$ cat src/rtl/mem_ram_boot.sv
// Single-port synchronous data RAM with a power-on/requested clear sweep and a
// streamed boot-image loader. The CPU port is only serviced while the sequencer is idle.
module mem_ram_boot #(
  parameter int unsigned       DATA_W     = 8,
  parameter int unsigned       ADDR_W     = 5,
  parameter logic [DATA_W-1:0] FILL_VALUE = '0
) (
  input  logic              CLOCK,
  input  logic              RESET,
  input  logic [DATA_W-1:0] D,
  input  logic [ADDR_W-1:0] Address,
  input  logic              WE,
  input  logic              RE,
  output logic [DATA_W-1:0] Q,
  output logic              Q_VALID,
  input  logic              INIT_REQ,
  input  logic              LOAD_START,
  input  logic              LOAD_VALID,
  input  logic [DATA_W-1:0] LOAD_DATA,
  input  logic              LOAD_LAST,
  output logic              LOAD_READY,
  output logic [ADDR_W:0]   LOAD_COUNT,
  output logic              LOAD_OVF,
  output logic              BUSY
);

  localparam int unsigned DEPTH = 2 ** ADDR_W;

  localparam logic [ADDR_W-1:0] PtrLast  = ADDR_W'(DEPTH - 1);
  localparam logic [ADDR_W-1:0] PtrOne   = ADDR_W'(1);
  localparam logic [ADDR_W:0]   CountOne = (ADDR_W + 1)'(1);

  typedef enum logic [1:0] {StClear, StIdle, StLoad} state_e;

  state_e              r_state, w_state_d;
  logic [ADDR_W-1:0]   r_ptr, w_ptr_d;
  logic [ADDR_W:0]     r_load_count, w_load_count_d;
  logic                r_load_ovf, w_load_ovf_d;
  logic [DATA_W-1:0]   r_q;
  logic                r_q_valid;
  logic [DATA_W-1:0]   r_mem [DEPTH];

  logic                w_mem_we;
  logic [ADDR_W-1:0]   w_mem_addr;
  logic [DATA_W-1:0]   w_mem_wdata;
  logic                w_rd_en;
  logic                w_load_ready;

  always_comb begin
    w_state_d       = r_state;
    w_ptr_d         = r_ptr;
    w_load_count_d  = r_load_count;
    w_load_ovf_d    = r_load_ovf;
    w_mem_we        = 1'b0;
    w_mem_addr      = r_ptr;
    w_mem_wdata     = FILL_VALUE;
    w_rd_en         = 1'b0;
    w_load_ready    = 1'b0;

    unique case (r_state)
      StClear: begin
        w_mem_we = 1'b1;
        if (INIT_REQ) begin
          w_ptr_d = '0;
        end else if (r_ptr == PtrLast) begin
          w_state_d = StIdle;
          w_ptr_d   = '0;
        end else begin
          w_ptr_d = r_ptr + PtrOne;
        end
      end

      StIdle: begin
        // A simultaneous write suppresses the read.
        if (WE) begin
          w_mem_we    = 1'b1;
          w_mem_addr  = Address;
          w_mem_wdata = D;
        end else if (RE) begin
          w_rd_en = 1'b1;
        end
        if (INIT_REQ) begin
          w_state_d = StClear;
          w_ptr_d   = '0;
        end else if (LOAD_START) begin
          w_state_d      = StLoad;
          w_ptr_d        = '0;
          w_load_count_d = '0;
          w_load_ovf_d   = 1'b0;
        end
      end

      StLoad: begin
        w_load_ready = 1'b1;
        // An abort takes priority over a beat presented in the same cycle.
        if (INIT_REQ) begin
          w_state_d = StClear;
          w_ptr_d   = '0;
        end else if (LOAD_VALID) begin
          w_mem_we       = 1'b1;
          w_mem_wdata    = LOAD_DATA;
          w_load_count_d = r_load_count + CountOne;
          if (LOAD_LAST || (r_ptr == PtrLast)) begin
            w_state_d    = StIdle;
            w_ptr_d      = '0;
            w_load_ovf_d = ~LOAD_LAST;
          end else begin
            w_ptr_d = r_ptr + PtrOne;
          end
        end
      end

      default: w_state_d = StClear;
    endcase
  end

  always_ff @(posedge CLOCK or posedge RESET) begin
    if (RESET) begin
      r_state      <= StClear;
      r_ptr        <= '0;
      r_load_count <= '0;
      r_load_ovf   <= 1'b0;
      r_q          <= '0;
      r_q_valid    <= 1'b0;
    end else begin
      r_state      <= w_state_d;
      r_ptr        <= w_ptr_d;
      r_load_count <= w_load_count_d;
      r_load_ovf   <= w_load_ovf_d;
      r_q_valid    <= w_rd_en;
      if (w_rd_en) r_q <= r_mem[Address];
    end
  end

  // Storage is deliberately unreset; the clear sweep defines its contents.
  always_ff @(posedge CLOCK) begin
    if (w_mem_we) r_mem[w_mem_addr] <= w_mem_wdata;
  end

  assign Q          = r_q;
  assign Q_VALID    = r_q_valid;
  assign LOAD_READY = w_load_ready;
  assign LOAD_COUNT = r_load_count;
  assign LOAD_OVF   = r_load_ovf;
  assign BUSY       = (r_state != StIdle);

endmodule

$ cat config.mk
export PLATFORM = sky130hd
export DESIGN_NAME = mem_ram_boot
export DESIGN_NICKNAME = d
export VERILOG_FILES = /design/src/rtl/mem_ram_boot.sv
export SDC_FILE = /design/constraint.sdc
export NUM_CORES = 1
export LEC_CHECK = 0
export BUFFER_PORTS_ARGS = -buffer_cell sky130_fd_sc_hd__buf_2
export CAP_MARGIN = 20
export CORE_MARGIN = 1
export CORE_UTILIZATION = 61
export DETAILED_ROUTE_END_ITERATION = 8
export PLACE_DENSITY = 0.79
export SLEW_MARGIN = 20
export SYNTH_ARGS = -nofsm -noshare
export SYNTH_HDL_FRONTEND = slang
export SYNTH_SLANG_ARGS = --single-unit
$ cat constraint.sdc
create_clock -name CLOCK -period 2.8 [get_ports CLOCK]
set_input_delay 0 -clock CLOCK [delete_from_list [all_inputs] [get_ports CLOCK]]
set_output_delay 0 -clock CLOCK [all_outputs]
set_load 0.05 [all_outputs]
Word level (Yosys, flattened, before mapping). Memories as Yosys holds them, arrays and structs flattened. A register that Yosys moved wholly into a read port is not among the register bits. Index checks and enable logic that the tools add are counted.

$add $sub $neg: 2. Eq/ne operators: 14. Mux-type cells: 43. Bitwise gates (word level): 1. Reductions and logical operators: 8.

Operators with widths (number): $mux W5 (9); $mux W6 (4); $mux W8 (3); $pmux W8 S2 (1); $pmux W5 S3 (1); $mux W1 (14); $mux W2 (7); $ne A2 B2 Y1 const B (7); $pmux W6 S2 (1); $reduce_and A5 Y1 (2); $ne A3 B3 Y1 const B (3); $add A6 B1 Y6 const B (1); $pmux W2 S3 (1); $reduce_and A6 Y1 (1); $add A5 B1 Y5 const B (1); $eq A5 B5 Y1 const B (1); $pmux W1 S3 (1); $reduce_and A3 Y1 (1); $reduce_bool A3 Y1 (1); $eq A2 B1 Y1 const B (1); $eq A2 B2 Y1 const B (1); $logic_not A2 Y1 (1); $ne A2 B1 Y1 const B (1); $pmux W1 S2 (1); 3 further kinds (3).

Register bits: 15. Memory bits (writable): 256. Bits of input ports: 29. Output and inout port bits: 18. Word-level logic and storage cells: 74. Memories kept: 1.

Memories: r_mem (depth 32, width 8, rd ports 1, clocked after memory_dff 1, wr ports 1, RTL line 41) `logic [DATA_W-1:0] r_mem [DEPTH];`.

Depth between registers and ports, before layout.
Word-level depth: 6. Gate-level depth with buffers: 9. Gate-level depth less buffers: 7.

Worst setup path after synthesis. Ideal clock, no wire load.

Kind: reg2reg. Start: register r_state[0]. End: memory r_mem[0][0] (data pin). Library setup time: 0.359 ns. Data arrival time: 2.370 ns. Required time: 2.441 ns. Path slack: 0.070 ns. Stages on the path, launching flop included: 7. Path buffers: 1. Clock period less this slack: 2.730 ns. Cells stage by stage: dfrtp_1 -> inv_1 -> ha_1 -> and3b_1 -> buf_2 -> a22oi_1 -> nor2b_1.

Word-level cells in the longest chain between the ends: 2. Elaborated cells on any way between the ends: 3. Classes of those cells: eq/ne: 2; mux: 1.

Ends and longest elaborated chain: start: declaration (RTL line 35) `state_e r_state, w_state_d;`; start signal: assignment (RTL line 119) `r_state <= StClear;`; start signal: assignment (RTL line 126) `r_state <= w_state_d;`; $eq A2 B2 Y1 or $eq A2 B1 Y1 (tied branches) (RTL line 60) `unique case (r_state)`; $pmux W8 S2 (*) (RTL line 60); net w_mem_wdata[0] (RTL line 45) `logic [DATA_W-1:0] w_mem_wdata;`; end: declaration (RTL line 41).

Mark *: on every way through the listed nets, which the timed path passes. The rest lies on a longest branch.

Worst setup path in the final report.
Start: register r_state[1]. End: memory r_mem[11][7], enable pin.

Word-level cells in the longest chain between the ends: 4. Elaborated cells on any way between the ends: 7. Classes of those cells: eq/ne: 2; mux: 4; reduce/logical: 1.

Ends and longest elaborated chain: $eq A2 B2 Y1, or another cell as far along (RTL line 60); $pmux W1 S3 (RTL line 60); $mux W1 (RTL line 137) `if (w_mem_we) r_mem[w_mem_addr] <= w_mem_wdata;`; $mux W1 (not written as such) (RTL line 137).

Parallel ways exist; a longest one is shown, timed or not.

==> impl_metrics.py <==
metrics = {
    "floorplan": {
        "core_mm2": 0.0186,
        "die_h_um": 140,
        "initial_core_util": 0.622,
        "ios": 47,
        "die-area_mm2": 0.0196,
        "die_w_um": 140,
        "rows": 50,
    },
    "place": {
        "postPlaceCellArea_mm2": 0.0123,
        "hpwl_um": 17500,
        "dp_slack_ns": 0.0347,
        "dp.cells": 1026,
        "gp_congestion": 0.923,
        "io_buffers": 46,
    },
    "cells_and_area": {
        "design_area_mm2": 0.0132,
        "fin_nets": 860,
        "nFillCells": 1187,
        "final_cells": 1075,
        "syn_to_final_growth_pct": 13.7,
        "postLayoutCoreUtil": 0.707,
        "antennaDiodeCount": 0,
        "final_layout_size_suffix_gt1_frac": 0.194,
    },
    "synthesis": {
        "synth_compound_area_frac": 0.0867,
        "muxShareOfSynthArea": 0.116,
        "synth_nets": 761,
        "synth.distinct_cells": 42,
        "synth_xor_area_frac": 0,
        "synthAdderAreaFrac": 0.00864,
        "synth_seq_area_share": 0.713,
        "synth-warning-count": 0,
        "synth_simple_gate_area_frac": 0.0493,
        "synth_top_family_by_area": "multiplexers",
        "syn-cell-area_mm2": 0.0116,
        "ys_ff_latch": 279,
        "syn-mean-instance-area_um2": 16.0,
        "syn_inst": 724,
    },
    "global_route": {
        "antenna_found_initial": 0,
        "grt_pass1_wl_um": 40700,
        "gr-total-overflow": 0,
        "grt_pass1_vias": 7002,
        "grt_start_max_net_pins": 50,
        "grt_usage": 0.282,
    },
    "routing": {
        "vias_per_cell": 6.46,
        "drcViolationCount": 0,
        "num_vias": 6949,
        "routed_wl_um": 26700,
        "postRouteAntennaNets": 0,
        "wire_per_inst_um": 24.9,
        "drt_iter0_markers": 761,
        "drt_first_pass_iters": 5,
    },
    "worst_setup_path": {
        "ff2ff_path_depth": 8,
        "cp_data_arrival_time_ns": 2.90,
        "worstPathRequired_ns": 3.03,
        "critPathMaxStageDelay_ns": 0.43,
        "path_class": "flop to flop",
        "cp_max_fo": 10,
        "setup.worst_path.start_class": "flop",
        "crit_path_end_kind": "flop",
        "r2r-end": "r_mem[11][7]",
        "rr_startpoint": "r_state[1]",
        "reg2reg_slack_ns": 0.13,
        "path_cells": "inv_1 > ha_1 > and2_2 > mux2i_1 > nor3_1 > nand2_2 > nor2_1 > buf_4",
        "cp_slowest_cell": "nor3_1",
    },
    "sta": {
        "worst_pin_slew_ns": 0.903,
        "fin_crit_ns": 2.67,
        "setup_viol": 0,
        "fin_ws_ns": 0.132,
        "finalMaxSlewViolations": 0,
        "clock.fmax_mhz": 375,
        "fin_worst_skew_ns": 0.0120,
        "finalHoldViolCount": 0,
        "fin_crit_sh": 0.953,
        "slew_headroom": 0.395,
        "finalSetupTns_ns": 0,
    },
    "clock_network": {
        "clock_path_buffers": 3,
        "cts_buffers": 26,
        "htree_levels": 1,
        "cts_sinks": 279,
        "tritoncts": "yes",
        "clock-root-buffer": "clkbuf_16",
        "clkTransAtPathRegs_ns": 0.06,
        "insertion_delay_ns": 0.53,
    },
    "pwr": {
        "powerDensity_mw_per_mm2": 814,
        "p_leak_nw": 4.96,
        "irDropWorstVdd_v": 0.000620,
    },
    "outcome": {
        "outcome": "complete, no violations",
    },
    "flow_run": {
        "drv_cap": 0,
    },
    "worst_hold_path": {
        "worstHoldPathType": "primary input to async pin",
    },
}
## cells in the final DEF, fill, tap and decap left out, types with 12 or more instances in the layout
master       n
nor2_1      38
clkbuf_16   27
edfxtp_1   256
mux2i_1    133
buf_2       45
a21oi_1     20
nand2_1     39
o21ai_0     13
dfrtp_1     23
a221oi_1    12
buf_4       57
a22oi_1     40
a22o_1      17
## logic make-up (layout without fill, tap and decap cells)
family,after synthesis,after routing
buffers and inverters,45,162
AO/OA/AOI/OAI,134,134
AND/OR/NAND/NOR,124,124
adder cells (fa/ha/maj),8,8
flip-flops,279,279
multiplexers,134,134
## Yosys cell counts, drive strengths merged
cell type | count | area [µm²]
edfxtp | 256 | 7690
mux2i | 133 | 1330
nand2 | 41 | 154
a22oi | 40 | 300
nor2 | 39 | 146
buf | 26 | 236
dfrtp | 23 | 576
a21oi | 20 | 100
a22o | 17 | 149
a221oi | 16 | 165
o21ai | 13 | 65.1
clkbuf | 11 | 41.3
nor2b | 11 | 68.8
nand3 | 9 | 45.0
o22ai | 9 | 56.3
ha | 8 | 100
inv | 8 | 30.0
o41ai | 8 | 77.6
nand2b | 5 | 31.3
nand3b | 5 | 37.5
and2 | 4 | 25.0
o31ai | 4 | 30.0
or2 | 3 | 18.8
nor3 | 2 | 10.0
o21bai | 2 | 18.8
o221ai | 2 | 17.5
or3 | 2 | 12.5
a211o | 1 | 8.76
a211oi | 1 | 7.51
and2b | 1 | 7.51
and3 | 1 | 6.26
and3b | 1 | 8.76
mux2 | 1 | 11.3
o22a | 1 | 8.76
## area by class of cell
cell class | count | area [µm²] | share of cell area
Tap cell | 234 | 293 | 0.0222
Inverter | 8 | 30.0 | 0.00228
Sequential cell | 279 | 8260 | 0.627
Clock inverter | 13 | 110 | 0.00835
Timing Repair Buffer | 108 | 734 | 0.0557
Multi-Input combinational cell | 400 | 3050 | 0.232
Clock buffer | 33 | 698 | 0.0530
## worst max-delay path by stage
stage | from | to | slack, ns | depth (start not counted)
6_report | r_state[1] | r_mem[11][7] | 0.13 | 8
5_1_grt | r_state[1] | r_mem[22][4] | -0.08 | 8
4_1_cts | r_state[1] | r_mem[11][7] | 0.05 | 8
3_5_place_dp | r_state[1] | r_mem[23][2] | 0.03 | 8
3_3_place_gp | r_state[1] | r_mem[11][3] | 0.23 | 8
2_1_floorplan | r_state[0] | r_mem[0][0] | 0.07 | 6
## critical path, delay by kind of cell (launching register included)
kind	cells	cell delay, ns
and+or+nand+nor	4	1.24
DFF	1	0.42
buffers and inverters	2	0.31
adders and majority gates	1	0.24
muxes	1	0.16
## power by group
part | switching (W) | total (W) | internal [W] | leakage, nW
Combinational | 0.00155 | 0.00219 | 0.000643 | 1.90
Sequential | 0.000138 | 0.00518 | 0.00504 | 2.68
Clock | 0.00143 | 0.00337 | 0.00193 | 0.385
## routing by layer
layer / vias up / part of all wire / GRT usage
li1: 3040 / - / -
met1: 3429 / 0.40 / 0.379
met2: 406 / 0.48 / 0.464
met3: 74 / 0.086 / 0.0430
met4: 0 / 0.034 / 0.114
met5: - / 0 / 0
## flip-flops by register name, indices dropped and copies added (netlist names)
signal	flops
r_mem	256
Q_VALID	1
r_ptr	5
Q	8
LOAD_OVF	1
r_state	2
LOAD_COUNT	6
## through the flow
stage	power (W)	hold WS (ns)
after global routing	0.0111	0.140
after CTS	0.0107	0.0878
final	0.0107	0.101
after detailed placement	0.00740	0.275
after floorplan	0.00656	0.00192
after global placement	0.00731	0.249
## timing repair
action                                 in CTS  in global routing
buffers inserted                            0                  0
setup endpoints to repair                   0                128
hold buffers                                3                  0
resized for setup                           0                  3
endpoints found under the hold margin      30                  0
No activity file was read; power rests on OpenSTA's default activity.
